**src/rtl/pipe_stage_skid.sv**
```systemverilog
// pipe_stage_skid: generic pipeline stage register with a valid/ready
// handshake and a one-entry skid buffer. It replaces the fixed IF/ID latch
// and can sit between any two pipeline stages.
//
// Because of the skid buffer, upstream ready_o comes only from a flop (and
// rst_i). It never depends on the downstream ready_i.
//
// Ports:
//   clk_i            clock; all state updates on its rising edge
//   rst_i            synchronous, active-high reset
//   valid_i/ready_o  upstream handshake
//   instr_i          upstream payload       [DATA_W]
//   instrAddr_i      upstream address       [ADDR_W]
//   hazardDetected_i stall: hold the output beat, no downstream transfer
//   IFFlush_i        flush: drop held beats and the incoming beat
//   valid_o/ready_i  downstream handshake
//   instr_o          registered payload     [DATA_W]
//   instrAddr_o      registered address     [ADDR_W]
//
// Optional feature (macro PIPE_STAGE_STATS_EN):
//   stallCnt_o[15:0]  cycles with a held beat under stall (saturating)
//   flushCnt_o[15:0]  flush cycles that discarded something (saturating)
// With the macro undefined these ports and counters are absent.

module pipe_stage_skid #(
    parameter int                DATA_W    = 32,
    parameter int                ADDR_W    = 32,
    parameter logic [DATA_W-1:0] FLUSH_VAL = {DATA_W{1'b0}}
) (
    input  logic              clk_i,
    input  logic              rst_i,
    input  logic              valid_i,
    output logic              ready_o,
    input  logic [DATA_W-1:0] instr_i,
    input  logic [ADDR_W-1:0] instrAddr_i,
    input  logic              hazardDetected_i,
    input  logic              IFFlush_i,
    output logic              valid_o,
    input  logic              ready_i,
    output logic [DATA_W-1:0] instr_o,
    output logic [ADDR_W-1:0] instrAddr_o
`ifdef PIPE_STAGE_STATS_EN
    ,
    output logic [15:0]       stallCnt_o,
    output logic [15:0]       flushCnt_o
`endif
);

    logic              out_v;
    logic              skid_v;
    logic [DATA_W-1:0] skid_d;
    logic [ADDR_W-1:0] skid_a;
    logic              take;
    logic              give;

    assign ready_o = ~skid_v & ~rst_i;
    assign valid_o = out_v;
    assign take    = valid_i & ready_o;
    assign give    = out_v & ready_i & ~hazardDetected_i;

    // {out_v, skid_v}: 00 empty, 10 one beat, 11 two beats; 01 never occurs.
    always_ff @(posedge clk_i) begin
        if (rst_i || IFFlush_i) begin
            out_v       <= 1'b0;
            skid_v      <= 1'b0;
            instr_o     <= FLUSH_VAL;
            instrAddr_o <= '0;
            skid_d      <= FLUSH_VAL;
            skid_a      <= '0;
        end else begin
            case ({out_v, skid_v})
                2'b00: begin
                    if (take) begin
                        out_v       <= 1'b1;
                        instr_o     <= instr_i;
                        instrAddr_o <= instrAddr_i;
                    end
                end
                2'b10: begin
                    if (take && give) begin
                        instr_o     <= instr_i;
                        instrAddr_o <= instrAddr_i;
                    end else if (take) begin
                        // Downstream is busy: park the new beat behind the held one.
                        skid_v <= 1'b1;
                        skid_d <= instr_i;
                        skid_a <= instrAddr_i;
                    end else if (give) begin
                        out_v       <= 1'b0;
                        instr_o     <= FLUSH_VAL;
                        instrAddr_o <= '0;
                    end
                end
                2'b11: begin
                    // ready_o is low here, so only draining is possible.
                    if (give) begin
                        skid_v      <= 1'b0;
                        instr_o     <= skid_d;
                        instrAddr_o <= skid_a;
                        skid_d      <= FLUSH_VAL;
                        skid_a      <= '0;
                    end
                end
                default: begin
                    // Unreachable encoding: recover to empty.
                    out_v       <= 1'b0;
                    skid_v      <= 1'b0;
                    instr_o     <= FLUSH_VAL;
                    instrAddr_o <= '0;
                end
            endcase
        end
    end

`ifdef PIPE_STAGE_STATS_EN
    always_ff @(posedge clk_i) begin
        if (rst_i) begin
            stallCnt_o <= '0;
            flushCnt_o <= '0;
        end else begin
            if (out_v && hazardDetected_i && stallCnt_o != 16'hFFFF)
                stallCnt_o <= stallCnt_o + 16'd1;
            if (IFFlush_i && (out_v || skid_v || valid_i) && flushCnt_o != 16'hFFFF)
                flushCnt_o <= flushCnt_o + 16'd1;
        end
    end
`endif

endmodule

```
**config.mk**
```make
export PLATFORM = sky130hd
export DESIGN_NAME = pipe_stage_skid
export DESIGN_NICKNAME = d
export VERILOG_FILES = /design/src/rtl/pipe_stage_skid.sv
export SDC_FILE = /design/constraint.sdc
export NUM_CORES = 1
export LEC_CHECK = 0
export ABC_CLOCK_PERIOD_IN_PS = 2000
export CORE_MARGIN = 5
export CORE_UTILIZATION = 51
export DETAILED_ROUTE_END_ITERATION = 8
export PLACE_DENSITY = 0.86
export SLEW_MARGIN = 20
export SYNTH_ARGS = -nofsm -noshare
export SYNTH_HDL_FRONTEND = slang
export SYNTH_SLANG_ARGS = --single-unit
```
**constraint.sdc**
```tcl
create_clock -name clk_i -period 2 [get_ports clk_i]
set_clock_uncertainty 0.2 [all_clocks]
set_input_delay 0.2 -clock clk_i [delete_from_list [all_inputs] [get_ports clk_i]]
set_output_delay 0.2 -clock clk_i [all_outputs]
set_load 0.03 [all_outputs]
```
### Word-level counts from Yosys, hierarchy flattened

Cells that the tools add are included.

| word-level totals | value |
|---|---|
| flip-flop bits (word level) | 130 |
| input port bits | 70 |
| output and inout bits | 66 |
| logic and storage cells | 54 |

| cells by class | value |
|---|---|
| eq/ne operators | 10 |
| muxes and demuxes | 21 |
| bitwise logic cells | 9 |
| reductions and logical operators | 8 |

Operator list:

| operator | count |
|---|---|
| 32-bit 2-to-1 mux | 10 |
| 32-bit case mux with 3 select lines | 2 |
| 32-bit case mux with 2 select lines | 2 |
| 2-bit != test, second input constant | 6 |
| 4-bit AND reduction | 3 |
| 3-bit != test, second input constant | 2 |
| 1-bit case mux with 3 select lines | 2 |
| 1-bit 2-to-1 mux | 5 |
| 1-bit NOT | 5 |
| 5-bit AND reduction | 1 |
| 1-bit bitwise AND | 4 |
| 2-bit == test, second input constant | 2 |
| 2-bit zero test | 1 |
| 2-bit nonzero test | 1 |
| 1-bit logical AND | 1 |
| 1-bit logical OR | 1 |

### Longest topological paths before layout

| logic depth | value |
|---|---|
| depth after elaboration | 6 |
| gate-level depth with buffers | 7 |
| gate-level depth less buffers | 4 |

### Worst setup path after synthesis

No wires, ideal clock.

| timing path | value |
|---|---|
| path type | flip-flop to flip-flop |
| start | reg skid_v |
| end | reg skid_a[10] |
| arrival time | 1,584 ps |
| data required time | 1,672 ps |
| slack | 89 ps |
| cell stages (with the launch flop) | 8 |
| clock period less this slack | 1,911 ps |
| path through | dfxtp_1 > buf_6 > nor2_1 > nand4_1 > buf_2 > buf_4 > mux2i_1 > nor2_1 |

| on the way | value |
|---|---|
| word-level cells in the longest chain between the ends | 6 |

Ends and longest elaborated chain:

| item | RTL line | text |
|---|---|---|
| from (decl) | 50 | `logic skid_v;` |
| from (signal assigned) | 65 | `skid_v <= 1'b0;` |
| from (signal assigned) | 85 | `skid_v <= 1'b1;` |
| from (signal assigned) | 97 | `skid_v <= 1'b0;` |
| 1-bit NOT * | 56 | `assign ready_o = ~skid_v & ~rst_i;` |
| 1-bit bitwise AND * | 56 |  |
| via ready_o | 33 | `output logic ready_o,` |
| 1-bit bitwise AND * | 58 | `assign take = valid_i & ready_o;` |
| 1-bit logical AND | 80 | `if (take && give) begin` |
| 2-bit != test (no source line) | n/a |  |
| 4-bit AND reduction (no source line) * | n/a |  |
| to (signal assigned) | 87 | `skid_a <= instrAddr_i;` |
| to (decl) | 52 | `logic [ADDR_W-1:0] skid_a;` |

The timed path passes the listed nets; every way through them passes the cells marked *.
A chain may end at the register's enable or synchronous reset.

### Final worst setup path

| timing path | value |
|---|---|
| start | reg instr_o[13] |
| end | out instr_o[13] |

RTL lines:

| item | RTL line | text |
|---|---|---|
| from (decl) | 40 | `output logic [DATA_W-1:0] instr_o,` |
| from (signal assigned) | 75 | `instr_o <= instr_i;` |
| from (signal assigned) | 81 | `instr_o <= instr_i;` |
| from (signal assigned) | 98 | `instr_o <= skid_d;` |

No word-level cell between the ends.

==> run summary <==
RSZ-0062 raised after global routing: false
Post-synth top cells: 130 x dfxtp_1, 68 x nor2_1, 65 x and2_1, 65 x nand2_1
vias in the first global route: 5854
clock transition at the registers of the reported paths: 0.06 ns
wire per inst: 19.35 um
Critical Path AT: 1.50 ns
share of layout cells above drive strength 1: 0.1329
Crit Path Category: reg2out
dominant cells by area after synthesis: dfxtp_1 43%, mux2i_1 11%, a22o_1 9.2%
Synth Register Bits: 130
Buf/Inv on CP: 1
Finished Cell Area: 8203 um2
CP Launch Type: register
mapped cell area: 6065 um2
TritonCTS clock tree: yes
leakage power: 3.538 nW
Max stage delay on crit path: 0.69 ns
Rows: 39
Syn Inst Count: 659
final hold viol count: 0
Die Y: 119.0 um
setup violators final: 0
Clock Root Buffer: clkbuf_16
pwr/cell area: 804.2 nW/um2
die width: 119.0 um
GPL Wtd Cong: 0.8059
met2 GRT Util: 0.4334
Worst-Margin Slew: 0.4476 ns
Core Area: 11520 um2
cell with the most instances after synthesis: dfxtp_1
Port Buffers: 135
setup_tns: 0 ns
Yosys top cell by area: dfxtp_1
First-pass DRT Iterations: 4
number of flops mapped to enable cells by yosys: 0
Top Family by Delay on Critical Path: buffers and inverters
final hold slack: 0.2590 ns
GR Layer Usage met3: 0.06398
Worst VDD drop: 0.0006405 V
Avg Vias per Cell: 6.016
final wirelength: 18050 um
final net count: 848
Post-CTS Hold Fix Bufs: 0
ANT nets after route: 0
cts bufs inserted: 17
Final Critical Period: 1.898 ns
antenna cells: 0
Congestion Overflow GR: 0
first-pass GRT wire length: 28950 um
Crit. End Element: output port
Slowest cell on crit path: clkdlybuf4s50_1
First DRT Iteration DRCs: 475
top_reg_cell synth: dfxtp_1
Max-Slew Margin vs Limit: 0.7012
Initial Util: 0.5266
area grow syn2layout: 35.26%
Total GRT Usage: 0.2498
Async SR Flop Fraction: 0
max-slew violations: 0
number of max-cap violations: 0
syn nets: 729
Hold WC Path Type: in2reg
global routing's busiest layer: met2
clk_lat worst skew: 0.42 ns
R2R setup slack: 0.11 ns
GR Util met1: 0.2803
DIE AREA: 14170 um2
Synth Area per Inst: 9.203 um2
Fmax achieved: 526.8 MHz
WP data required: 1.60 ns
synth warn: 0
DPL Wire Length: 11490 um
clk sink count: 130
drt drc: 0
initial antenna violation count: 0
Critical Path, Cell by Cell: clkdlybuf4s50_1
Post-DP Area: 7602 um2
pin count of the biggest net entering global routing: 65
Netlist cell types: 25
vias: 5613
# H-tree levels: 4
Synth top area share: 0.4291
CP Max Fanout: 2
status: complete, no violations
sequential-to-total area share from yosys stat: 0.4291
fin crit share: 0.9491
IO Count: 136
Clock Tree Buf Depth: 2
Total Power: 6.596 mW
[per-layer routing]
metal	vias up	wire, um
met2	199	9215
met5	-	0
met3	60	974
met1	2776	7238
met4	0	621
li1	2578	-
[registers in the layout (all words and copies together) (netlist names)]
signal       count
instrAddr_o     32
instr_o         32
skid_a          32
skid_d          32
skid_v           1
valid_o          1
[cells in the final DEF, fill, tap and decap left out]
cell type,count
clkdlybuf4s50_1,133
dfxtp_1,130
nor2_1,66
nand2_1,65
a22o_1,64
and2_1,64
mux2i_1,64
a21oi_1,45
o22ai_1,44
a21oi_2,20
o22ai_2,20
buf_4,18
clkbuf_16,17
buf_12,9
clkinv_2,6
nand2b_1,3
bufinv_16,3
clkbuf_8,3
nor2_4,2
clkinvlp_4,2
a22oi_2,1
inv_1,1
nor3_1,1
o21ai_4,1
nor4_4,1
and2_2,1
or2_2,1
nand4b_1,1
nand4_1,1
o21ai_0,1
o2111a_1,1
dlygate4sd2_1,1
[logic make-up (layout without fill, tap and decap cells)]
family,Yosys count,count (layout),share of synthesized area
muxes,64,64,0.1056
and+or+nand+nor,206,206,0.1603
AOI/OAI and AO/OA,197,197,0.2513
DFF,130,130,0.4291
buffers and inverters,62,193,0.05364
[layout make-up]
cell class                 count  area (um2)
fill                         823        3313
multi-input combinational    467        3161
sequential                   130        2603
timing repair buffer         161        1655
clock buffer                  20       466.7
tap                          143       178.9
clock inverter                11       135.1
inverter                       1       3.754
[through the flow]
stage,instances,setup WS (ns),util
after CTS,933,0.08214,0.7123
final,933,0.1017,0.7123
after global placement,902,0.04609,0.6601
after global routing,933,0.03601,0.7123
after detailed placement,902,-0.04084,0.6601
after floorplan,659,0.08869,-
[report_power, final]
group	leakage, nW	switching (mW)	internal [mW]
logic	2.19	0.407	0.363
registers	1.05	0.0265	2.63
clock network	0.297	1.14	2.04
[timing repair]
action                     CTS  global route
gates resized for setup      1             0
setup endpoints to repair    1             0
buffers inserted             0             0
[final timing paths]
| path | start | to | cells past startpoint |
|---|---|---|---|
| max | instr_o[13]$_SDFFE_PP0P_ | instr_o[13] | 1 |
| min | instrAddr_i[3] | skid_a[3]$_SDFFE_PP0P_ | 3 |
| max reg2reg | valid_o$_SDFFE_PP0P_ | instrAddr_o[7]$_SDFFE_PP0P_ | 5 |
| min reg2reg | instr_o[29]$_SDFFE_PP0P_ | instr_o[29]$_SDFFE_PP0P_ | 2 |
No activity file was read; power rests on OpenSTA's default activity.
